**src/rtl/maxpool_relu_2.sv**
```systemverilog
// -----------------------------------------------------------------------------
// maxpool_relu_2
//
// 2x2 max-pooling followed by ReLU on three lockstep channels of signed
// conv2 results. Input frames are (2*HALF_HEIGHT) x (2*HALF_WIDTH) samples
// per channel in raster order; each 2x2 window produces one unsigned pooled
// value per channel, qualified by a one-cycle valid_out_relu pulse.
//
// Parameters
//   CONV_BIT    : width of each sample (signed in, unsigned out)
//   HALF_WIDTH  : pooled columns per row (input row = 2*HALF_WIDTH samples)
//   HALF_HEIGHT : pooled rows per frame (input frame = 2*HALF_HEIGHT rows)
//
// Ports
//   clk                    : clock, all state updates on the rising edge
//   rst_n                  : asynchronous active-low reset
//   valid_in               : one sample per channel accepted when high
//   conv_out_1..3          : signed input samples, channels 1..3
//   max_value_1..3         : pooled, ReLU'd result per channel (registered,
//                            held between pulses)
//   valid_out_relu         : one-cycle pulse qualifying max_value_1..3
//   frame_done             : (only with MAXPOOL2_FRAME_DONE_EN) pulses with
//                            the last valid_out_relu pulse of each frame
//
// Configuration
//   `define MAXPOOL2_FRAME_DONE_EN adds the frame_done output.
//
// Window flow, indexed by (row parity, column parity):
//   (even, even) : temp    <= sample
//   (even, odd ) : buf[c/2] <= max(temp, sample)       -- top half of window
//   (odd,  even) : temp    <= max(sample, buf[c/2])
//   (odd,  odd ) : out     <= relu(max(temp, sample))  -- window complete
// -----------------------------------------------------------------------------
module maxpool_relu_2 #(
    parameter int CONV_BIT    = 12,
    parameter int HALF_WIDTH  = 4,
    parameter int HALF_HEIGHT = 4
) (
    input  logic                       clk,
    input  logic                       rst_n,
    input  logic                       valid_in,
    input  logic signed [CONV_BIT-1:0] conv_out_1,
    input  logic signed [CONV_BIT-1:0] conv_out_2,
    input  logic signed [CONV_BIT-1:0] conv_out_3,
    output logic        [CONV_BIT-1:0] max_value_1,
    output logic        [CONV_BIT-1:0] max_value_2,
    output logic        [CONV_BIT-1:0] max_value_3,
    output logic                       valid_out_relu
`ifdef MAXPOOL2_FRAME_DONE_EN
    ,
    output logic                       frame_done
`endif
);

    localparam int NUM_CH = 3;
    localparam int COL_W  = $clog2(2 * HALF_WIDTH);
    localparam int ROW_W  = $clog2(2 * HALF_HEIGHT);
    localparam int BUF_W  = COL_W - 1;

    localparam logic [COL_W-1:0] COL_LAST = COL_W'(2 * HALF_WIDTH - 1);
    localparam logic [ROW_W-1:0] ROW_LAST = ROW_W'(2 * HALF_HEIGHT - 1);

    logic [COL_W-1:0] col;
    logic [ROW_W-1:0] row;
    logic [BUF_W-1:0] buf_idx;

    logic signed [CONV_BIT-1:0] sample   [NUM_CH];
    logic signed [CONV_BIT-1:0] temp     [NUM_CH];
    logic signed [CONV_BIT-1:0] line_buf [NUM_CH][HALF_WIDTH];
    logic signed [CONV_BIT-1:0] pair_max [NUM_CH];
    logic signed [CONV_BIT-1:0] col_max  [NUM_CH];
    logic        [CONV_BIT-1:0] relu_val [NUM_CH];
    logic        [CONV_BIT-1:0] max_val  [NUM_CH];

    function automatic logic signed [CONV_BIT-1:0] smax(
        input logic signed [CONV_BIT-1:0] a,
        input logic signed [CONV_BIT-1:0] b
    );
        return (a > b) ? a : b;
    endfunction

    // Each pair of input columns shares one line-buffer entry.
    assign buf_idx = col[COL_W-1:1];

    // NOTE: every signal driven from always_comb gets a value on every path,
    // otherwise synthesis infers a latch to hold the old value.
    always_comb begin
        sample[0] = conv_out_1;
        sample[1] = conv_out_2;
        sample[2] = conv_out_3;
        for (int ch = 0; ch < NUM_CH; ch++) begin
            pair_max[ch] = smax(temp[ch], sample[ch]);
            col_max[ch]  = smax(sample[ch], line_buf[ch][buf_idx]);
            relu_val[ch] = pair_max[ch][CONV_BIT-1] ? '0 : pair_max[ch];
        end
    end

    // NOTE: the line buffer sits in the reset branch on purpose: a frame cut
    // short by reset must not leak partial window maxima into the next frame,
    // so this memory is built from resettable flops rather than RAM.
    always_ff @(posedge clk or negedge rst_n) begin
        if (!rst_n) begin
            col            <= '0;
            row            <= '0;
            valid_out_relu <= 1'b0;
            for (int ch = 0; ch < NUM_CH; ch++) begin
                temp[ch]    <= '0;
                max_val[ch] <= '0;
                for (int i = 0; i < HALF_WIDTH; i++) begin
                    line_buf[ch][i] <= '0;
                end
            end
        end else begin
            // NOTE: sequential state uses non-blocking assignments so every
            // register samples pre-edge values, independent of statement order.
            valid_out_relu <= valid_in && row[0] && col[0];
            if (valid_in) begin
                if (col == COL_LAST) begin
                    col <= '0;
                    row <= (row == ROW_LAST) ? '0 : row + 1'b1;
                end else begin
                    col <= col + 1'b1;
                end
                for (int ch = 0; ch < NUM_CH; ch++) begin
                    case ({row[0], col[0]})
                        2'b00:   temp[ch]              <= sample[ch];
                        2'b01:   line_buf[ch][buf_idx] <= pair_max[ch];
                        2'b10:   temp[ch]              <= col_max[ch];
                        default: max_val[ch]           <= relu_val[ch];
                    endcase
                end
            end
        end
    end

`ifdef MAXPOOL2_FRAME_DONE_EN
    // The last sample of a frame is always odd-row/odd-column, so this pulse
    // lines up with the final valid_out_relu pulse of the frame.
    always_ff @(posedge clk or negedge rst_n) begin
        if (!rst_n) begin
            frame_done <= 1'b0;
        end else begin
            frame_done <= valid_in && (row == ROW_LAST) && (col == COL_LAST);
        end
    end
`endif

    assign max_value_1 = max_val[0];
    assign max_value_2 = max_val[1];
    assign max_value_3 = max_val[2];

endmodule

```
**config.mk**
```make
export PLATFORM = sky130hd
export DESIGN_NAME = maxpool_relu_2
export DESIGN_NICKNAME = d
export VERILOG_FILES = /design/src/rtl/maxpool_relu_2.sv
export SDC_FILE = /design/constraint.sdc
export NUM_CORES = 1
export LEC_CHECK = 0
export CORE_MARGIN = 4
export CORE_UTILIZATION = 30
export CTS_BUF_LIST = sky130_fd_sc_hd__clkbuf_4 sky130_fd_sc_hd__clkbuf_8 sky130_fd_sc_hd__clkbuf_16
export DETAILED_ROUTE_END_ITERATION = 8
export GPL_TIMING_DRIVEN = 0
export MAX_ROUTING_LAYER = met4
export PLACE_DENSITY_LB_ADDON = 0.2
export SLEW_MARGIN = 40
export SYNTH_ARGS = -nofsm -noshare
export SYNTH_HDL_FRONTEND = slang
export SYNTH_SLANG_ARGS = --single-unit
```
**constraint.sdc**
```tcl
create_clock -name clk -period 3.7 [get_ports clk]
set_input_delay 0.74 -clock clk [delete_from_list [all_inputs] [get_ports clk]]
set_output_delay 0.74 -clock clk [all_outputs]
set_load 0.02 [all_outputs]
```
==> metrics.md <==
| Metric | Value |
|---|---|
| Die area | 43200 sq um |
| Final Power | 13700 uW |
| Largest net degree at the start of global routing | 68 |
| CTS tree | built |
| Worst Setup End Kind | register |
| Worst VDD drop | 0.000361 V |
| Reg2reg setup slack | 0.16 ns |
| Clock Skews | 0.00995 ns |
| Num CTS Buffers | 27 |
| Leak | 0.00634 uW |
| CP bufs+invs | 4 |
| Worst r2r src | col[1] |
| Tcrit/Tclk final | 0.957 |
| First-pass GRT wire length | 56800 um |
| FFs w/ async S/R, synth | 1.00 |
| DR DRC count | 0 |
| Sequential area share after synthesis | 0.459 |
| Total GRT Usage | 0.168 |
| Final hold vios | 0 |
| Crit path cell chain | clkbuf_1 > buf_4 > mux4_2 > inv_1 > ha_1 > a21o_1 > a211o_1 > or4_4 > o211a_1 > buf_6 > o21ai_1 > a31oi_1 |
| Clock sink total | 220 |
| Max stage delay on crit path | 0.57 ns |
| Crit path time final | 3.54 ns |
| Drt pass-1 iters | 5 |
| Mapped Area | 12000 sq um |
| Die Ht | 208 um |
| ANT nets after route | 0 |
| Dpl cells | 1708 |
| Vias after detailed routing | 9169 |
| Slew @ Worst Pin | 0.839 ns |
| Port bufs | 71 |
| WP data arrival | 3.93 ns |
| Most frequent cells in the layout | dfrtp_1, nor2_1, inv_1, ha_1, a31oi_1 |
| Max_cap viols | 0 |
| Initial Util | 0.306 |
| Slew Viols, Final | 0 |
| Final nets | 1332 |
| Fmax | 283 MHz |
| Number of synthesized flops with an enable pin | 0 |
| Drt total wl | 35300 um |
| Clock Tree Buf Depth | 3 |
| Dpl ws | -0.439 ns |
| Final instance area | 14500 sq um |
| Critical path's top delay family | compound AO/OA/AOI/OAI gates |
| Syn Inst Count | 1114 |
| Slew HR | 0.441 |
| WS Path Type | reg2reg |
| Pwr dens | 949 nW/um^2 |
| Finished Layout Cells | 1754 |
| Clock transition at path regs | 0.06 ns |
| #FFs+latches synth | 220 |
| Initial antenna violation count | 0 |
| Worst-Skew Late Latency | 0.55 ns |
| Antenna cell count | 0 |
| Area of the core | 39100 sq um |
| CTS Hold Bufs | 0 |
| # IOs | 76 |
| Unique masters post-synth | 61 |
| Critical Path Start | col[1] |
| CP Max Fanout | 10 |
| Setup Fix Bufs, Post-CTS | 0 |
| Setup TNS Final | 0 ns |
| Share of cells above drive strength 1 | 0.174 |
| Commonest non-fill, non-tap cell in the layout | dfrtp_1 |
| DP Wirelength | 25200 um |
| Syn Area/Cell | 10.8 sq um |
| Vias per inst | 5.23 |
| Site row count | 72 |
| Total gr overflow | 0 |
| Vias in the first global route | 9690 |
| Synthesis-to-finish area growth | 20.7% |
| Die width | 208 um |
| CTS root buf | clkbuf_16 |
| DP Area | 13400 sq um |
| Main synth FF type | dfrtp_1 |
| Ys Warns | 0 |
| DR iter-0 viols | 619 |
| CP startpoint kind | register |
| CP max stage cell | mux4_2 |
| H-tree depth | 1 |
| CP required | 4.10 ns |
| Worst setup margin | 0.161 ns |
| Status | completed |
| Final setup violation count | 0 |
| Avg WL per Cell | 20.1 um |
| HP Class | in2async |
| Unrepaired setup endpoints after global routing | true |
| Placer Congestion | 0.845 |
[synth_stat cells, types with 6 or more instances]
library cell,n,area (sq um)
ha_1,76,951
buf_1,7,26.3
nand3_1,34,170
mux2_4,8,120
o221ai_1,10,87.6
a221o_1,23,230
o211ai_1,9,67.6
inv_1,92,345
nand2b_1,14,87.6
nand2_1,48,180
dfrtp_1,220,5510
buf_2,15,75.1
and3_1,14,87.6
o21ai_1,18,90.1
a21o_1,13,97.6
a31oi_1,72,450
nand4_1,11,68.8
mux2i_1,14,140
clkbuf_1,37,139
o21ai_0,45,225
mux2_2,55,619
a21oi_1,45,225
buf_4,6,45.0
nor2b_1,10,62.6
nor3_1,6,30.0
nor2_1,103,387
mux4_2,36,811
and2_1,11,68.8
o221a_2,12,135
[path summary, 6_finish.rpt]
check,depth (start not counted),to
worst max-delay path,12,temp[28]
worst min-delay path,1,max_value_2[6]
worst max register to register,12,temp[28]
worst min register to register,2,line_buf[8]
max in group asynchronous,3,temp[30]
min in group clk,2,line_buf[8]
[flip-flops by register name (all words and copies together), names as in the netlist]
name and flops:
max_value_1 11, max_value_3 11, valid_out_relu 1, row 3, line_buf 144, temp 36, col 3, max_value_2 11
[routing by layer]
metal	wire [um]	up-vias	GRT usage
met2	16700	178	0.271
met5	0	-	-
li1	-	4289	-
met4	799	0	0.0412
met1	16500	4651	0.226
met3	1250	51	0.0210
[stage by stage]
stage | util | hold slack [ns]
2_1_floorplan | - | 0.444
3_3_place_gp | 0.341 | 0.457
3_5_place_dp | 0.344 | 0.469
4_1_cts | 0.369 | 0.0795
5_1_grt | 0.370 | 0.0918
6_report | 0.370 | 0.0808
[cell type report]
class / instances / area, sq um
fillers: 3903 / 24600
multi-input cells: 734 / 5850
flip-flops and latches: 220 / 5510
repair buffers: 74 / 798
clock buffers: 38 / 796
well taps: 518 / 648
plain buffers: 68 / 362
inverters: 92 / 345
clock inverters: 10 / 156
[power by group]
group / total, uW / switching (uW) / internal [uW] / leakage, uW
Combinational: 6510 / 3510 / 3000 / 0.00327
Clock: 2840 / 1070 / 1770 / 0.000475
Sequential: 4360 / 779 / 3580 / 0.00260
[cell families after synthesis]
family | after synthesis | share of synthesized area
AOI/OAI and AO/OA | 272 | 0.154
DFF | 220 | 0.459
adders and majority gates | 76 | 0.0794
buffers and inverters | 162 | 0.0565
other | 1 | 0.000313
and+or+nand+nor | 270 | 0.109
muxes | 113 | 0.141
[what timing repair did]
| item | 4_1_cts | 5_1_grt |
|---|---|---|
| resized for setup | 10 | 22 |
| gates cloned | 0 | 0 |
| setup endpoints to repair | 24 | 34 |
| pin swaps | 0 | 2 |
Power figures use the tool's default switching activity.
